===== config.mk =====
export PLATFORM = sky130hd
export DESIGN_NAME = instr_fetch
export DESIGN_NICKNAME = d
export VERILOG_FILES = /design/src/rtl/instr_fetch_pkg.sv /design/src/rtl/instr_fetch_reg.sv /design/src/rtl/instr_fetch.sv
export SDC_FILE = /design/constraint.sdc
export NUM_CORES = 1
export LEC_CHECK = 0
export CAP_MARGIN = 20
export CORE_MARGIN = 2
export CORE_UTILIZATION = 46
export DETAILED_ROUTE_END_ITERATION = 8
export DONT_BUFFER_PORTS = 1
export GPL_TIMING_DRIVEN = 1
export SLEW_MARGIN = 30
export SYNTH_ARGS = -nofsm -noshare
export SYNTH_HDL_FRONTEND = slang
export SYNTH_SLANG_ARGS = --single-unit

===== constraint.sdc =====
create_clock -name clk -period 3.3 [get_ports clk]
set_clock_uncertainty 0.05 [all_clocks]
set_input_delay 0.495 -clock clk [delete_from_list [all_inputs] [get_ports clk]]
set_output_delay 0.495 -clock clk [all_outputs]
set_load 0.01 [all_outputs]

===== src/rtl/instr_fetch_pkg.sv =====
// Shared types and constants for the instruction fetch sequencer.
package instr_fetch_pkg;

    typedef enum logic [1:0] {
        FETCH_IDLE  = 2'd0,
        FETCH_WAIT  = 2'd1,
        FETCH_HOLD  = 2'd2,
        FETCH_DRAIN = 2'd3
    } fetch_state_t;

    // Word presented to decode when the PC is misaligned.
    localparam logic [31:0] FETCH_FAULT_WORD = 32'h0;

    function automatic logic is_aligned(input logic [1:0] pc_lsbs);
        return pc_lsbs == 2'b00;
    endfunction

endpackage


===== src/rtl/instr_fetch_reg.sv =====
// Load-enabled register with synchronous active-low reset to a fixed value.
module instr_fetch_reg #(
    parameter int               WIDTH     = 32,
    parameter logic [WIDTH-1:0] RESET_VAL = '0
) (
    input  logic             clk,
    input  logic             reset,
    input  logic             en,
    input  logic [WIDTH-1:0] d,
    output logic [WIDTH-1:0] q
);

    // NOTE: sequential state uses non-blocking assignments so every flop samples pre-edge values.
    always_ff @(posedge clk) begin
        if (!reset) begin
            q <= RESET_VAL;
        end else if (en) begin
            q <= d;
        end
    end

endmodule


===== src/rtl/instr_fetch.sv =====
// Fetch sequencer: one imem read per PC, result buffered for decode, PC advanced on accept.
module instr_fetch
    import instr_fetch_pkg::*;
#(
    parameter int               DBITS    = 32,
    parameter logic [DBITS-1:0] START_PC = DBITS'(64)
) (
    input  logic             clk,
    input  logic             reset,
    input  logic [DBITS-1:0] pcIn,
    output logic             pcAdvance,
    input  logic             flush,
    output logic             imemReq,
    output logic [DBITS-1:0] imemAddr,
    input  logic             imemAck,
    input  logic [DBITS-1:0] imemRdata,
    output logic             instValid,
    input  logic             instReady,
    output logic [DBITS-1:0] instWord,
    output logic [DBITS-1:0] instPc,
    output logic             instFault
);

    fetch_state_t state, state_nxt;

    logic               req_nxt;
    logic               valid_nxt;
    logic               fault_nxt;
    logic               req_pc_en;
    logic               buf_en;
    logic [DBITS-1:0]   req_pc;
    logic [2*DBITS-1:0] buf_d;
    logic [2*DBITS-1:0] buf_q;

    instr_fetch_reg #(
        .WIDTH     (DBITS),
        .RESET_VAL (START_PC)
    ) u_req_pc (
        .clk   (clk),
        .reset (reset),
        .en    (req_pc_en),
        .d     (pcIn),
        .q     (req_pc)
    );

    // Output buffer holds {instWord, instPc}.
    instr_fetch_reg #(
        .WIDTH     (2*DBITS),
        .RESET_VAL ({DBITS'(FETCH_FAULT_WORD), START_PC})
    ) u_inst_buf (
        .clk   (clk),
        .reset (reset),
        .en    (buf_en),
        .d     (buf_d),
        .q     (buf_q)
    );

    assign {instWord, instPc} = buf_q;
    assign imemAddr           = req_pc;

    always_ff @(posedge clk) begin
        if (!reset) begin
            state     <= FETCH_IDLE;
            imemReq   <= 1'b0;
            instValid <= 1'b0;
            instFault <= 1'b0;
        end else begin
            state     <= state_nxt;
            imemReq   <= req_nxt;
            instValid <= valid_nxt;
            instFault <= fault_nxt;
        end
    end

    always_comb begin
        // NOTE: every output gets a default first so no path through the case infers a latch.
        state_nxt = state;
        req_nxt   = imemReq;
        valid_nxt = instValid;
        fault_nxt = instFault;
        req_pc_en = 1'b0;
        buf_en    = 1'b0;
        buf_d     = {imemRdata, req_pc};
        pcAdvance = 1'b0;

        unique case (state)
            FETCH_IDLE: begin
                if (!flush) begin
                    if (is_aligned(pcIn[1:0])) begin
                        req_pc_en = 1'b1;
                        req_nxt   = 1'b1;
                        state_nxt = FETCH_WAIT;
                    end else begin
                        buf_en    = 1'b1;
                        buf_d     = {DBITS'(FETCH_FAULT_WORD), pcIn};
                        fault_nxt = 1'b1;
                        valid_nxt = 1'b1;
                        state_nxt = FETCH_HOLD;
                    end
                end
            end
            FETCH_WAIT: begin
                if (flush) begin
                    // A flushed request must still see its ack before the next one goes out.
                    if (imemAck) begin
                        req_nxt   = 1'b0;
                        state_nxt = FETCH_IDLE;
                    end else begin
                        state_nxt = FETCH_DRAIN;
                    end
                end else if (imemAck) begin
                    buf_en    = 1'b1;
                    fault_nxt = 1'b0;
                    valid_nxt = 1'b1;
                    req_nxt   = 1'b0;
                    state_nxt = FETCH_HOLD;
                end
            end
            FETCH_DRAIN: begin
                if (imemAck) begin
                    req_nxt   = 1'b0;
                    state_nxt = FETCH_IDLE;
                end
            end
            FETCH_HOLD: begin
                pcAdvance = instValid & instReady & ~flush;
                if (flush || instReady) begin
                    valid_nxt = 1'b0;
                    fault_nxt = 1'b0;
                    state_nxt = FETCH_IDLE;
                end
            end
        endcase
    end

endmodule


==> flow_metrics.env, run 1 <==
export IMPL_period_minus_slack_ns=2.43
export IMPL_start_kind="flip-flop"
export IMPL_ant_nets=0
export IMPL_fin_tns_setup_ns=0
export IMPL_hold_violations=0
export IMPL_p_leak_uw=0.00145
export IMPL_clock_latency_ns=0.35
export IMPL_rows=34
export IMPL_crit_slowest_cell="nor2b_4"
export IMPL_die_y_um=98.1
export IMPL_met3_usage_pct=8.80
export IMPL_worstPathMaxFanout=18
export IMPL_drt_initial_drc_count=66
export IMPL_end_kind="flip-flop"
export IMPL_grt_first_pass_wirelength_um=15500
export IMPL_diodes=0
export IMPL_io_buffers=0
export IMPL_p_per_area_nw_per_um2=750
export IMPL_track_usage_pct=19.7
export IMPL_cpLargestDelayFamily="simple AND/OR/NAND/NOR gates"
export IMPL_start_util_pct=47.2
export IMPL_placed_area_um2=4130
export IMPL_gp_congestion=0.846
export IMPL_synth_xor_area_share_pct=0
export IMPL_dieWidth_um=98.1
export IMPL_utilization_pct=50.2
export IMPL_crit_type="flip-flop to flip-flop"
export IMPL_synth_compound_area_share_pct=17.0
export IMPL_dpl_hpwl_um=6450
export IMPL_finalInstanceArea_um2=4340
export IMPL_avgSynthCellArea_um2=8.58
export IMPL_synth_edf_count=0
export IMPL_met1_usage_pct=23.0
export IMPL_relSlewSlack_pct=48.8
export IMPL_hold_slack_ns=0.165
export IMPL_drv_cap=0
export IMPL_drtPass1Iterations=4
export IMPL_wl_um=9630
export IMPL_setup_viol=0
export IMPL_dieArea_um2=9630
export IMPL_multi_input_area_um2=1870
export IMPL_drcViolationCount=0
export IMPL_wire_per_inst_um=16.9
export IMPL_path_cells="inv_1 -> ha_1 -> nor2b_1 -> nor2b_4 -> buf_12 -> mux2i_1 -> a211oi_1"
export IMPL_cts_tree="built"
export IMPL_viasPerCell=5.64
export IMPL_arrival_ns=2.58
export IMPL_cts_root_buf="clkbuf_8"
export IMPL_hold_buffers=0
export IMPL_yosysWarnings=0
export IMPL_fin_crit_sh_pct=73.5
export IMPL_synth_area_um2=4070
export IMPL_ys_seq_area_share_pct=49.6
export IMPL_synth_top_family_by_area="simple AND/OR/NAND/NOR gates"
export IMPL_synthMuxAreaShare_pct=7.62
export IMPL_top_usage_layer="met2"
export IMPL_synth_simple_gate_area_share_pct=19.4
export IMPL_cts_sinks=101
export IMPL_synthAdderAreaFrac_pct=1.54
export IMPL_syn_nets=549
export IMPL_drv_slew=0
export IMPL_antenna_found_initial=0
export IMPL_nNetsFinal=529
export IMPL_grt_max_degree=64
export IMPL_synth_distinct_cells=35
export IMPL_cts_buffers=9
export IMPL_globalRouteMet2Util_pct=32.7
export IMPL_path_clk_slew_ns=0.10
export IMPL_ios=169
export IMPL_grt_overflow=0
export IMPL_power_total_uw=3250
export IMPL_regArea_um2=2020
export IMPL_grt_pass1_vias=3048
export IMPL_cts_resized=0
export IMPL_worst_path_buf_inv=2
export IMPL_regToRegSetupSlack_ns=0.87
export IMPL_status="finished clean"
export IMPL_max_clock_freq_ghz=0.412
export IMPL_tightestPinTransition_ns=0.766
export IMPL_nFillCells=850
export IMPL_critical_path_required_ns=3.46
export IMPL_core_um2=8640
export IMPL_htreeDepth=3
export IMPL_synth_flop_cell="dfxtp_1"
export IMPL_drive_gt1_share_pct=6.96
export IMPL_post_cts_setup_buffers=0
export IMPL_hold_class="primary input to flip-flop"
export IMPL_clockBufferDepth=2
export IMPL_ir_drop_mv=0.289
export IMPL_vias=3205
export IMPL_ys_ff_latch=101
export IMPL_rsz0062_at_grt="no"
export IMPL_async_reset_ff_share_pct=0
export IMPL_area_growth_pct=6.48
export IMPL_syn_inst=475
export IMPL_cpPeakStageDelay_ns=0.53
[synth_stat cells (all sizes together), types with 3 or more instances]
| library cell | count | area (um^2) |
|---|---|---|
| ha | 5 | 62.6 |
| nand2 | 95 | 357 |
| a21oi | 65 | 329 |
| buf | 15 | 91.3 |
| mux2i | 31 | 310 |
| nand3 | 33 | 165 |
| nor2 | 39 | 146 |
| a211oi | 30 | 225 |
| nor2b | 4 | 25.0 |
| nor3 | 3 | 15.0 |
| dfxtp | 101 | 2020 |
| clkbuf | 24 | 90.1 |
| inv | 4 | 15.0 |
| a311oi | 3 | 26.3 |
| and3 | 3 | 18.8 |
| o21ai | 4 | 20.0 |
[worst register-to-register path: stages (launching register included)]
cell and delay, ns:
dfxtp_1 0.38, inv_1 0.13, ha_1 0.35, nor2b_1 0.25, nor2b_4 0.53, buf_12 0.26
mux2i_1 0.22, a211oi_1 0.10
[state kept, by name, indices dropped and copies added (netlist names)]
| register | count |
|---|---|
| u_inst_buf.q | 64 |
| imemReq | 1 |
| instFault | 1 |
| state | 2 |
| u_req_pc.q | 32 |
| instValid | 1 |
[power by group]
| part | internal (uW) | total [uW] | switching (uW) |
|---|---|---|---|
| logic | 307 | 806 | 499 |
| registers | 1410 | 1630 | 225 |
| clock network | 377 | 816 | 439 |
[routing by layer]
layer,routed length (um),up-vias
met5,0,-
met4,104,0
met3,1010,8
met2,4600,121
met1,3910,1476
li1,-,1600
[area by class of cell]
class / instances / area share (%)
tap: 108 / 3.12
inverter: 4 / 0.346
timing repair buffer: 8 / 1.96
sequential: 101 / 46.6
clock buffer: 10 / 3.17
multi-input combinational: 331 / 43.2
clock inverter: 6 / 1.59
[layout by cell type (no fill, tap or decap), types with 2 or more instances in the layout]
cell        n
mux2i_1    31
and3_1      3
nor2b_1     3
dfxtp_1   101
o21bai_1    2
nor3_1      3
clkbuf_8   10
nand3_1    33
o21ai_1     2
nand2_1    95
and4_1      2
a21oi_1    64
buf_4       6
nor2_1     39
inv_6       2
inv_1       3
buf_12      2
a211oi_1   30
ha_1        5
a311oi_1    3
[path summary, 6_finish.rpt]
| check | end | cells past startpoint | startpoint |
|---|---|---|---|
| setup / recovery | u_inst_buf.q[7]$_SDFFE_PN0P_ | 7 | state[0]$_SDFFE_PN0P_ |
| hold reg to reg | u_inst_buf.q[46]$_SDFFE_PN0P_ | 2 | u_inst_buf.q[46]$_SDFFE_PN0P_ |
| setup reg to reg | u_inst_buf.q[7]$_SDFFE_PN0P_ | 7 | state[0]$_SDFFE_PN0P_ |
| hold / removal | u_req_pc.q[6]$_SDFFE_PN1P_ | 1 | reset |
[cell families (layout without fill, tap and decap cells)]
| family | after synthesis | after routing |
|---|---|---|
| compound gates | 111 | 111 |
| simple gates | 184 | 184 |
| mux | 31 | 31 |
| fa+ha+maj | 5 | 5 |
| buf+inv | 43 | 28 |
| flops | 101 | 101 |
[per-stage QoR]
stage               worst slack [ns]  cells
detailed placement             0.926    552
CTS                            0.885    568
floorplan                       1.31    475
global placement                1.00    552
global route                   0.687    568
finish                         0.874    568
Power figures use the tool's default switching activity.
==> run 2: changes to the inputs <==
clock period = 2.05 ns   (was 3.3 ns; I/O delays follow)
==> flow_metrics.env, run 2 (synthesis gave the netlist of run 1 again) <==
export IMPL_cpPeakStageDelay_ns=0.40
export IMPL_rows=34
export IMPL_path_cells="inv_1 -> buf_4 -> ha_2 -> or3b_4 -> a2111oi_4 -> nor2_1 -> a311oi_1"
export IMPL_final_cell_mix="dfxtp_1 (100), nand2_1 (95), a21oi_1 (64), nor2_1 (39), nand3_1 (33)"
export IMPL_cts_buffers=9
export IMPL_cpLargestDelayFamily="compound AO/OA/AOI/OAI gates"
export IMPL_dieArea_um2=9630
export IMPL_ant_nets=0
export IMPL_status="finished clean"
export IMPL_nFillCells=827
export IMPL_relSlewSlack_pct=69.7
export IMPL_min_to="u_req_pc.q[24]$_SDFFE_PN0P_"
export IMPL_hold_class="primary input to flip-flop"
export IMPL_path_clk_slew_ns=0.10
export IMPL_core_um2=8640
export IMPL_grt_first_pass_wirelength_um=15200
export IMPL_p_per_area_nw_per_um2=1240
export IMPL_htreeDepth=3
export IMPL_drive_gt1_share_pct=9.98
export IMPL_drtPass1Iterations=4
export IMPL_drcViolationCount=0
export IMPL_clockBufferDepth=2
export IMPL_arrival_ns=2.13
export IMPL_rsz0062_at_grt="no"
export IMPL_grt_max_degree=98
export IMPL_cts_root_buf="clkbuf_8"
export IMPL_antenna_found_initial=0
export IMPL_dieWidth_um=98.1
export IMPL_drv_cap=0
export IMPL_io_buffers=0
export IMPL_wire_per_inst_um=16.9
export IMPL_largest_register_ffs=64
export IMPL_vias=3217
export IMPL_r2r_end="instValid$_SDFFE_PN0P_"
export IMPL_r2r_start="state[0]$_SDFFE_PN0P_"
export IMPL_die_y_um=98.1
export IMPL_gp_congestion=0.808
export IMPL_dpl_hpwl_um=6680
export IMPL_hold_violations=0
export IMPL_max_clock_freq_ghz=0.523
export IMPL_cts_tree="built"
export IMPL_drt_initial_drc_count=73
export IMPL_cts_sinks=101
export IMPL_setup_viol=0
export IMPL_r2r_cells=7
export IMPL_tightestPinTransition_ns=0.455
export IMPL_crit_slowest_cell="or3b_4"
export IMPL_largest_register="u_inst_buf.q"
export IMPL_fin_tns_setup_ns=0
export IMPL_grt_pass1_vias=3062
export IMPL_hp_start="pcIn[24]"
export IMPL_end_kind="flip-flop"
export IMPL_grt_overflow=0
export IMPL_drv_slew=0
export IMPL_p_leak_uw=0.00155
export IMPL_crit_type="flip-flop to flip-flop"
export IMPL_nNetsFinal=540
export IMPL_layout_commonest_cell="dfxtp_1"
export IMPL_cp_num_cells=7
export IMPL_start_util_pct=47.2
export IMPL_hold_slack_ns=0.0241
export IMPL_ir_drop_mv=0.431
export IMPL_whs_path_depth=2
export IMPL_fin_crit_sh_pct=93.3
export IMPL_largest_registers="u_inst_buf.q x64, u_req_pc.q x32, state x2"
export IMPL_period_minus_slack_ns=1.91
export IMPL_worstPathMaxFanout=4
export IMPL_area_growth_pct=12.1
export IMPL_start_kind="flip-flop"
export IMPL_wl_um=9800
export IMPL_diodes=0
export IMPL_worst_path_buf_inv=2
export IMPL_clock_latency_ns=0.35
export IMPL_viasPerCell=5.56
export IMPL_ios=169
export IMPL_track_usage_pct=19.3
export IMPL_critical_path_required_ns=2.26
export IMPL_regToRegSetupSlack_ns=0.14
[run 2: how the worst max path moves through the flow]
stage | slack [ns] | endpoint | from
after global routing | 0.01 | u_inst_buf.q[21]$_SDFFE_PN0P_ | state[1]$_SDFFE_PN0P_
after floorplan | 0.06 | instValid$_SDFFE_PN0P_ | state[0]$_SDFFE_PN0P_
after CTS | 0.004 | instValid$_SDFFE_PN0P_ | state[1]$_SDFFE_PN0P_
after detailed placement | 0.05 | instValid$_SDFFE_PN0P_ | state[1]$_SDFFE_PN0P_
final | 0.14 | instValid$_SDFFE_PN0P_ | state[0]$_SDFFE_PN0P_
after global placement | 0.11 | instValid$_SDFFE_PN0P_ | state[1]$_SDFFE_PN0P_
[run 2: what timing repair did]
action	in CTS	in global routing
setup buffers	0	1
cloned	0	1
hold buffers	1	1
endpoints found under the setup margin	1	55
gates resized for setup	1	6
endpoints found under the hold margin	2	1
pin swaps	0	3
[run 2: cell type report]
type	instances	area, um^2	share of cell area [%]
flip-flops and latches	101	2020	44.3
clock inverters	6	111	2.44
multi-input cells	331	1890	41.4
repair buffers	19	265	5.81
clock buffers	10	128	2.79
inverters	4	15.0	0.329
well taps	108	135	2.96
[run 2: routing by layer]
layer | part of all wire [%] | vias to the layer above | track usage [%]
li1 | - | 1609 | -
met1 | 41 | 1478 | 21.6
met2 | 49 | 121 | 34.1
met3 | 9.6 | 9 | 8.09
met4 | 0.94 | 0 | 4.91
met5 | 0 | - | 0
[run 2: report_power, final]
| group | total (uW) | switching, uW | internal [uW] | leakage (uW) |
|---|---|---|---|---|
| logic | 1540 | 869 | 676 | 0.000609 |
| registers | 2630 | 359 | 2270 | 0.000823 |
| clock network | 1490 | 676 | 812 | 0.000116 |
[run 2: worst register-to-register path, cell delays in order, from the launching register on]
cell	delay (ns)
dfxtp_1	0.34
inv_1	0.08
buf_4	0.12
ha_2	0.20
or3b_4	0.40
a2111oi_4	0.36
nor2_1	0.08
a311oi_1	0.21
[run 2: per-stage QoR]
step                cells  utilization (%)  setup slack (ns)  power, uW  cell area [um^2]
floorplan             475                -            0.0639       3700              4070
global placement      559             49.3             0.108       4110              4260
detailed placement    559             49.3            0.0462       4150              4260
CTS                   576             52.2           0.00423       5650              4510
global route          579             52.9            0.0120       5980              4570
finish                579             52.9             0.137       5660              4570
